### src/rtl/shift_seq_if.sv
// Request/result bundle for the iterative shifter: operand and shift amount in,
// busy/done/result out.
interface shift_seq_if #(
  parameter int L1 = 8,
  parameter int L2 = 8
);
  logic          start;
  logic [1:0]    op;
  logic [L1-1:0] in1;
  logic [L2-1:0] in2;
  logic          busy;
  logic          done;
  logic [L1-1:0] out;

  modport master (output start, op, in1, in2, input busy, done, out);
  modport slave  (input start, op, in1, in2, output busy, done, out);
endinterface

### src/rtl/shift_seq.sv
// Iterative shifter: one bit position per clock, done pulse when the result
// register updates. Ops: 00 sll, 01 srl, 10 sra, 11 rol.
module shift_seq #(
  parameter int L1 = 8,
  parameter int L2 = 8
) (
  input  logic        clk,
  input  logic        rst,
  shift_seq_if.slave  bus
);
  localparam int CW = $clog2(L1 + 1);
  // Wide enough for both in2 and L1 so clamping never truncates.
  localparam int W  = ((L2 > CW) ? L2 : CW) + 1;

  typedef enum logic {IDLE, SHIFT} state_t;

  state_t        state;
  logic [L1-1:0] acc;
  logic [CW-1:0] cnt;
  logic [1:0]    op_r;
  logic [L1-1:0] out_r;
  logic          done_r;

  logic [W-1:0]  in2_w, l1_w, sat, rot;
  logic [CW-1:0] eff;

  always_comb begin
    in2_w = W'(bus.in2);
    l1_w  = W'(L1);
    sat   = (in2_w >= l1_w) ? l1_w : in2_w;
    rot   = in2_w % l1_w;
    eff   = (bus.op == 2'b11) ? CW'(rot) : CW'(sat);
  end

  always_ff @(posedge clk or posedge rst) begin
    if (rst) begin
      state  <= IDLE;
      acc    <= '0;
      cnt    <= '0;
      op_r   <= '0;
      out_r  <= '0;
      done_r <= 1'b0;
    end else begin
      done_r <= 1'b0;
      case (state)
        IDLE: if (bus.start) begin
          acc   <= bus.in1;
          cnt   <= eff;
          op_r  <= bus.op;
          state <= SHIFT;
        end
        SHIFT: if (cnt != '0) begin
          case (op_r)
            2'b00:   acc <= {acc[L1-2:0], 1'b0};
            2'b01:   acc <= {1'b0, acc[L1-1:1]};
            2'b10:   acc <= {acc[L1-1], acc[L1-1:1]};
            default: acc <= {acc[L1-2:0], acc[L1-1]};
          endcase
          cnt <= cnt - 1'b1;
        end else begin
          out_r  <= acc;
          done_r <= 1'b1;
          state  <= IDLE;
        end
        default: state <= IDLE;
      endcase
    end
  end

  assign bus.busy = (state == SHIFT);
  assign bus.done = done_r;
  assign bus.out  = out_r;
endmodule

### src/flat_wrapper.sv
// flat-port wrapper written by rule: the top's interface ports become plain ports
module shift_seq_flat 
#(
  parameter int L1 = 8,
  parameter int L2 = 8
)
  (clk, rst, bus_start, bus_op, bus_in1, bus_in2, bus_busy, bus_done, bus_out);
  shift_seq_if #(.L1(L1), .L2(L2)) bus_i ();
  input  logic clk;
  input  logic rst;
  input wire logic [$bits(bus_i.start)-1:0] bus_start;
  input wire logic [$bits(bus_i.op)-1:0] bus_op;
  input wire logic [$bits(bus_i.in1)-1:0] bus_in1;
  input wire logic [$bits(bus_i.in2)-1:0] bus_in2;
  output wire logic [$bits(bus_i.busy)-1:0] bus_busy;
  output wire logic [$bits(bus_i.done)-1:0] bus_done;
  output wire logic [$bits(bus_i.out)-1:0] bus_out;
  assign bus_i.start = bus_start;
  assign bus_i.op = bus_op;
  assign bus_i.in1 = bus_in1;
  assign bus_i.in2 = bus_in2;
  assign bus_busy = bus_i.busy;
  assign bus_done = bus_i.done;
  assign bus_out = bus_i.out;
  shift_seq #(.L1(L1), .L2(L2)) u_core (.clk(clk), .rst(rst), .bus(bus_i));
endmodule
### config.mk
export PLATFORM = sky130hd
export DESIGN_NAME = shift_seq_flat
export DESIGN_NICKNAME = d
export VERILOG_FILES = /design/src/rtl/shift_seq_if.sv /design/src/rtl/shift_seq.sv /design/src/flat_wrapper.sv
export SDC_FILE = /design/constraint.sdc
export NUM_CORES = 1
export LEC_CHECK = 0
export ABC_AREA = 0
export CAP_MARGIN = 5
export CORE_UTILIZATION = 43
export CTS_CLUSTER_SIZE = 16
export DETAILED_ROUTE_END_ITERATION = 8
export GPL_TIMING_DRIVEN = 0
export PLACE_DENSITY_LB_ADDON = 0.08
export SLEW_MARGIN = 20
export SYNTH_ARGS = -nofsm -noshare
export SYNTH_HDL_FRONTEND = slang
export SYNTH_SLANG_ARGS = --single-unit
export TNS_END_PERCENT = 30
### constraint.sdc
create_clock -name clk -period 1.7 [get_ports clk]
set_input_delay 0.51 -clock clk [delete_from_list [all_inputs] [get_ports clk]]
set_output_delay 0.51 -clock clk [all_outputs]
set_load 0.05 [all_outputs]
==> results.py <==
metrics = {
    "outcome": {
        "outcome": "complete, but fails checks",
        "violations": "negative setup slack",
    },
    "layout": {
        "finalInstanceArea_mm2": 0.00172,
        "fillers": 233,
        "syn_to_final_growth_pct": 36.4,
        "fin_cells": 183,
        "n_antenna_cell": 0,
        "final_nets": 176,
        "layout-drive-gt1-share_pct": 34.2,
        "mostFrequentLayoutCells": "dfrtp_1, clkdlybuf4s50_1, mux2_2",
        "final_common_cell": "dfrtp_1",
    },
    "floorplan": {
        "die_w_um": 56.1,
        "die_h_um": 56.1,
        "core-area_mm2": 0.00276,
        "rows": 19,
        "start_util_pct": 45.7,
        "ios": 31,
        "die-area_mm2": 0.00315,
    },
    "global_route": {
        "grt-ovfl-total": 0,
        "grt_use_total_pct": 19.1,
        "grt_pass1_wl_um": 4770,
        "met3_usage_pct": 2.79,
        "use_met1_pct": 24.4,
        "grt_pass1_vias": 1011,
        "grt-busiest-layer": "met2",
        "use_met2_pct": 33.5,
        "grt_max_degree": 25,
        "antenna_found_initial": 0,
    },
    "power_and_ir_drop": {
        "max-vdd-ir-drop_mv": 1.49,
        "p_total_mw": 3.78,
        "p_leak_nw": 0.800,
        "power.density_mw_per_mm2": 2200,
    },
    "synthesis": {
        "ys_ff_latch": 24,
        "synth_nets": 135,
        "ys_top_cells_by_area": "dfrtp_1, mux2_2, mux2i_1",
        "synth_top_family_by_area": "compound AO/OA/AOI/OAI gates",
        "synthAdderAreaFrac_pct": 1.99,
        "synth.distinct_cells": 29,
        "synth_compound_area_share_pct": 17.1,
        "avgSynthCellArea_um2": 11.2,
        "synth-warning-count": 0,
        "muxShareOfSynthArea_pct": 15.3,
        "synth_top_area_share_pct": 47.7,
        "ys_seq_area_share_pct": 47.7,
        "synth_xor_area_share_pct": 2.18,
        "syn_inst": 112,
        "synth_top_area_cell": "dfrtp_1",
        "synth_area_mm2": 0.00126,
        "synth-simple-area-share_pct": 9.93,
    },
    "timing": {
        "fmax_mhz": 579,
        "rsz0062_at_grt": "true",
        "slew_headroom_pct": 39.4,
        "tns_ns": -0.0275,
        "skew_ns": 0.0121,
        "setup_viol": 1,
        "fin_crit_ns": 1.73,
        "tightest_slew_ns": 0.908,
        "hold_viol": 0,
        "slew_violations": 0,
        "postLayoutSetupSlackWorst_ns": -0.0275,
        "post-route-period-util_pct": 102,
    },
    "route": {
        "drc": 0,
        "drt_iter0_markers": 30,
        "via_per_inst": 5.41,
        "drtPass1Iterations": 4,
        "ant_nets": 0,
        "wl_per_cell_um": 14.7,
        "wirelength_um": 2700,
        "vias": 990,
    },
    "clock_tree": {
        "cts_buffer_depth": 2,
        "clk_pin_slew_ns": 0.14,
        "cts_hold_buf": 0,
        "clk_latency_ns": 0.32,
        "cts-root-buf": "clkbuf_4",
        "htreeDepth": 1,
        "numCtsBuffers": 3,
        "cts_sinks": 24,
        "cts_tree": "done",
    },
    "placed_design": {
        "placed_cells": 173,
        "dpl-instance-area_mm2": 0.00160,
        "place_ws_ns": -0.401,
        "portBuffers": 30,
        "gp_congestion": 0.793,
        "post-dp-hpwl_um": 1890,
    },
    "setup_path": {
        "worstSetupEndpointType": "flip-flop",
        "crit_type": "flip-flop to flip-flop",
        "cp.required_ns": 1.92,
        "critPathLaunchType": "flip-flop",
        "cp_max_fo": 6,
        "crit_arrival_ns": 1.95,
    },
    "min_path": {
        "worstHoldPathType": "flip-flop to flip-flop",
    },
    "flow_run": {
        "cap_violations": 0,
    },
}
-- worst max-delay path, stage by stage (launching register included) --
cell	delay [ns]
dfrtp_1	0.42
inv_2	0.07
ha_4	0.16
and4bb_4	0.20
or2_1	0.21
buf_6	0.13
a31oi_4	0.14
mux2_4	0.31
-- layout make-up --
class / instances / area (um2) / area share (%)
inverters: 8 / 30.0 / 1.75
clock buffers: 4 / 36.3 / 2.11
well taps: 31 / 38.8 / 2.26
repair buffers: 36 / 324 / 18.9
flip-flops and latches: 24 / 602 / 35.0
plain buffers: 6 / 47.5 / 2.77
multi-input cells: 74 / 641 / 37.3
-- layer usage --
| metal | up-vias | wire length [um] |
|---|---|---|
| li1 | 478 | - |
| met1 | 477 | 1180 |
| met2 | 33 | 1370 |
| met3 | 2 | 134 |
| met4 | 0 | 17 |
| met5 | - | 0 |
-- report_power, final --
group,internal [mW],switching [mW]
logic,1.11,1.22
registers,0.871,0.270
clock network,0.131,0.175
total,2.11,1.67
-- registers in the layout, summed over array words and instances (netlist names) --
register and flops:
u_core.bus.out 8, u_core.acc 8, u_core.bus.busy 1, u_core.op_r 2, u_core.cnt 4, u_core.bus.done 1
-- metrics by stage --
step           hold WS [ns]  util, %
2_1_floorplan         0.464        -
3_3_place_gp          0.489     58.2
3_5_place_dp          0.495     58.2
4_1_cts               0.527     60.8
5_1_grt               0.543     62.3
6_report              0.524     62.3
-- cell families after synthesis --
logic type,after synthesis
flip-flops,24
XOR/XNOR,1
buffers and inverters,14
adder cells (fa/ha/maj),2
AO/OA/AOI/OAI,29
AND/OR/NAND/NOR,24
multiplexers,18
-- cell usage after synthesis --
cell type  number
inv_1           8
o311ai_0        1
or3_1           1
nor3_1          1
a21oi_1         6
buf_2           2
buf_4           3
a31oi_1         2
mux2_2         10
nand3_1         2
o21ai_0         5
and4bb_4        1
or4_1           1
mux2i_1         8
nor3b_1         1
a211oi_2        6
ha_1            2
a21boi_0        1
xor2_4          1
nand3b_1        1
o22ai_1         1
nor2_1          8
o21ai_1         1
dfrtp_1        24
a21o_1          6
buf_6           1
nand2_1         6
nor2b_1         1
or2_1           1
-- path summary, 6_finish.rpt --
check,end,slack (ns),start,cells past startpoint
setup / recovery,u_core.acc[7],-0.03,u_core.cnt[0],7
hold / removal,u_core.bus.out[1],0.52,u_core.bus.out[1],1
setup reg to reg,u_core.acc[7],-0.03,u_core.cnt[0],7
hold reg to reg,u_core.bus.out[1],0.52,u_core.bus.out[1],1
max in group asynchronous,u_core.bus.busy,0.42,rst,2
min in group asynchronous,u_core.acc[4],0.68,rst,2
-- repair_timing --
item	in CTS	in global routing
endpoints found under the setup margin	28	26
gates resized for setup	29	14
pin swaps	0	5
buffers inserted	0	6
(Power assumes the default switching activity.)
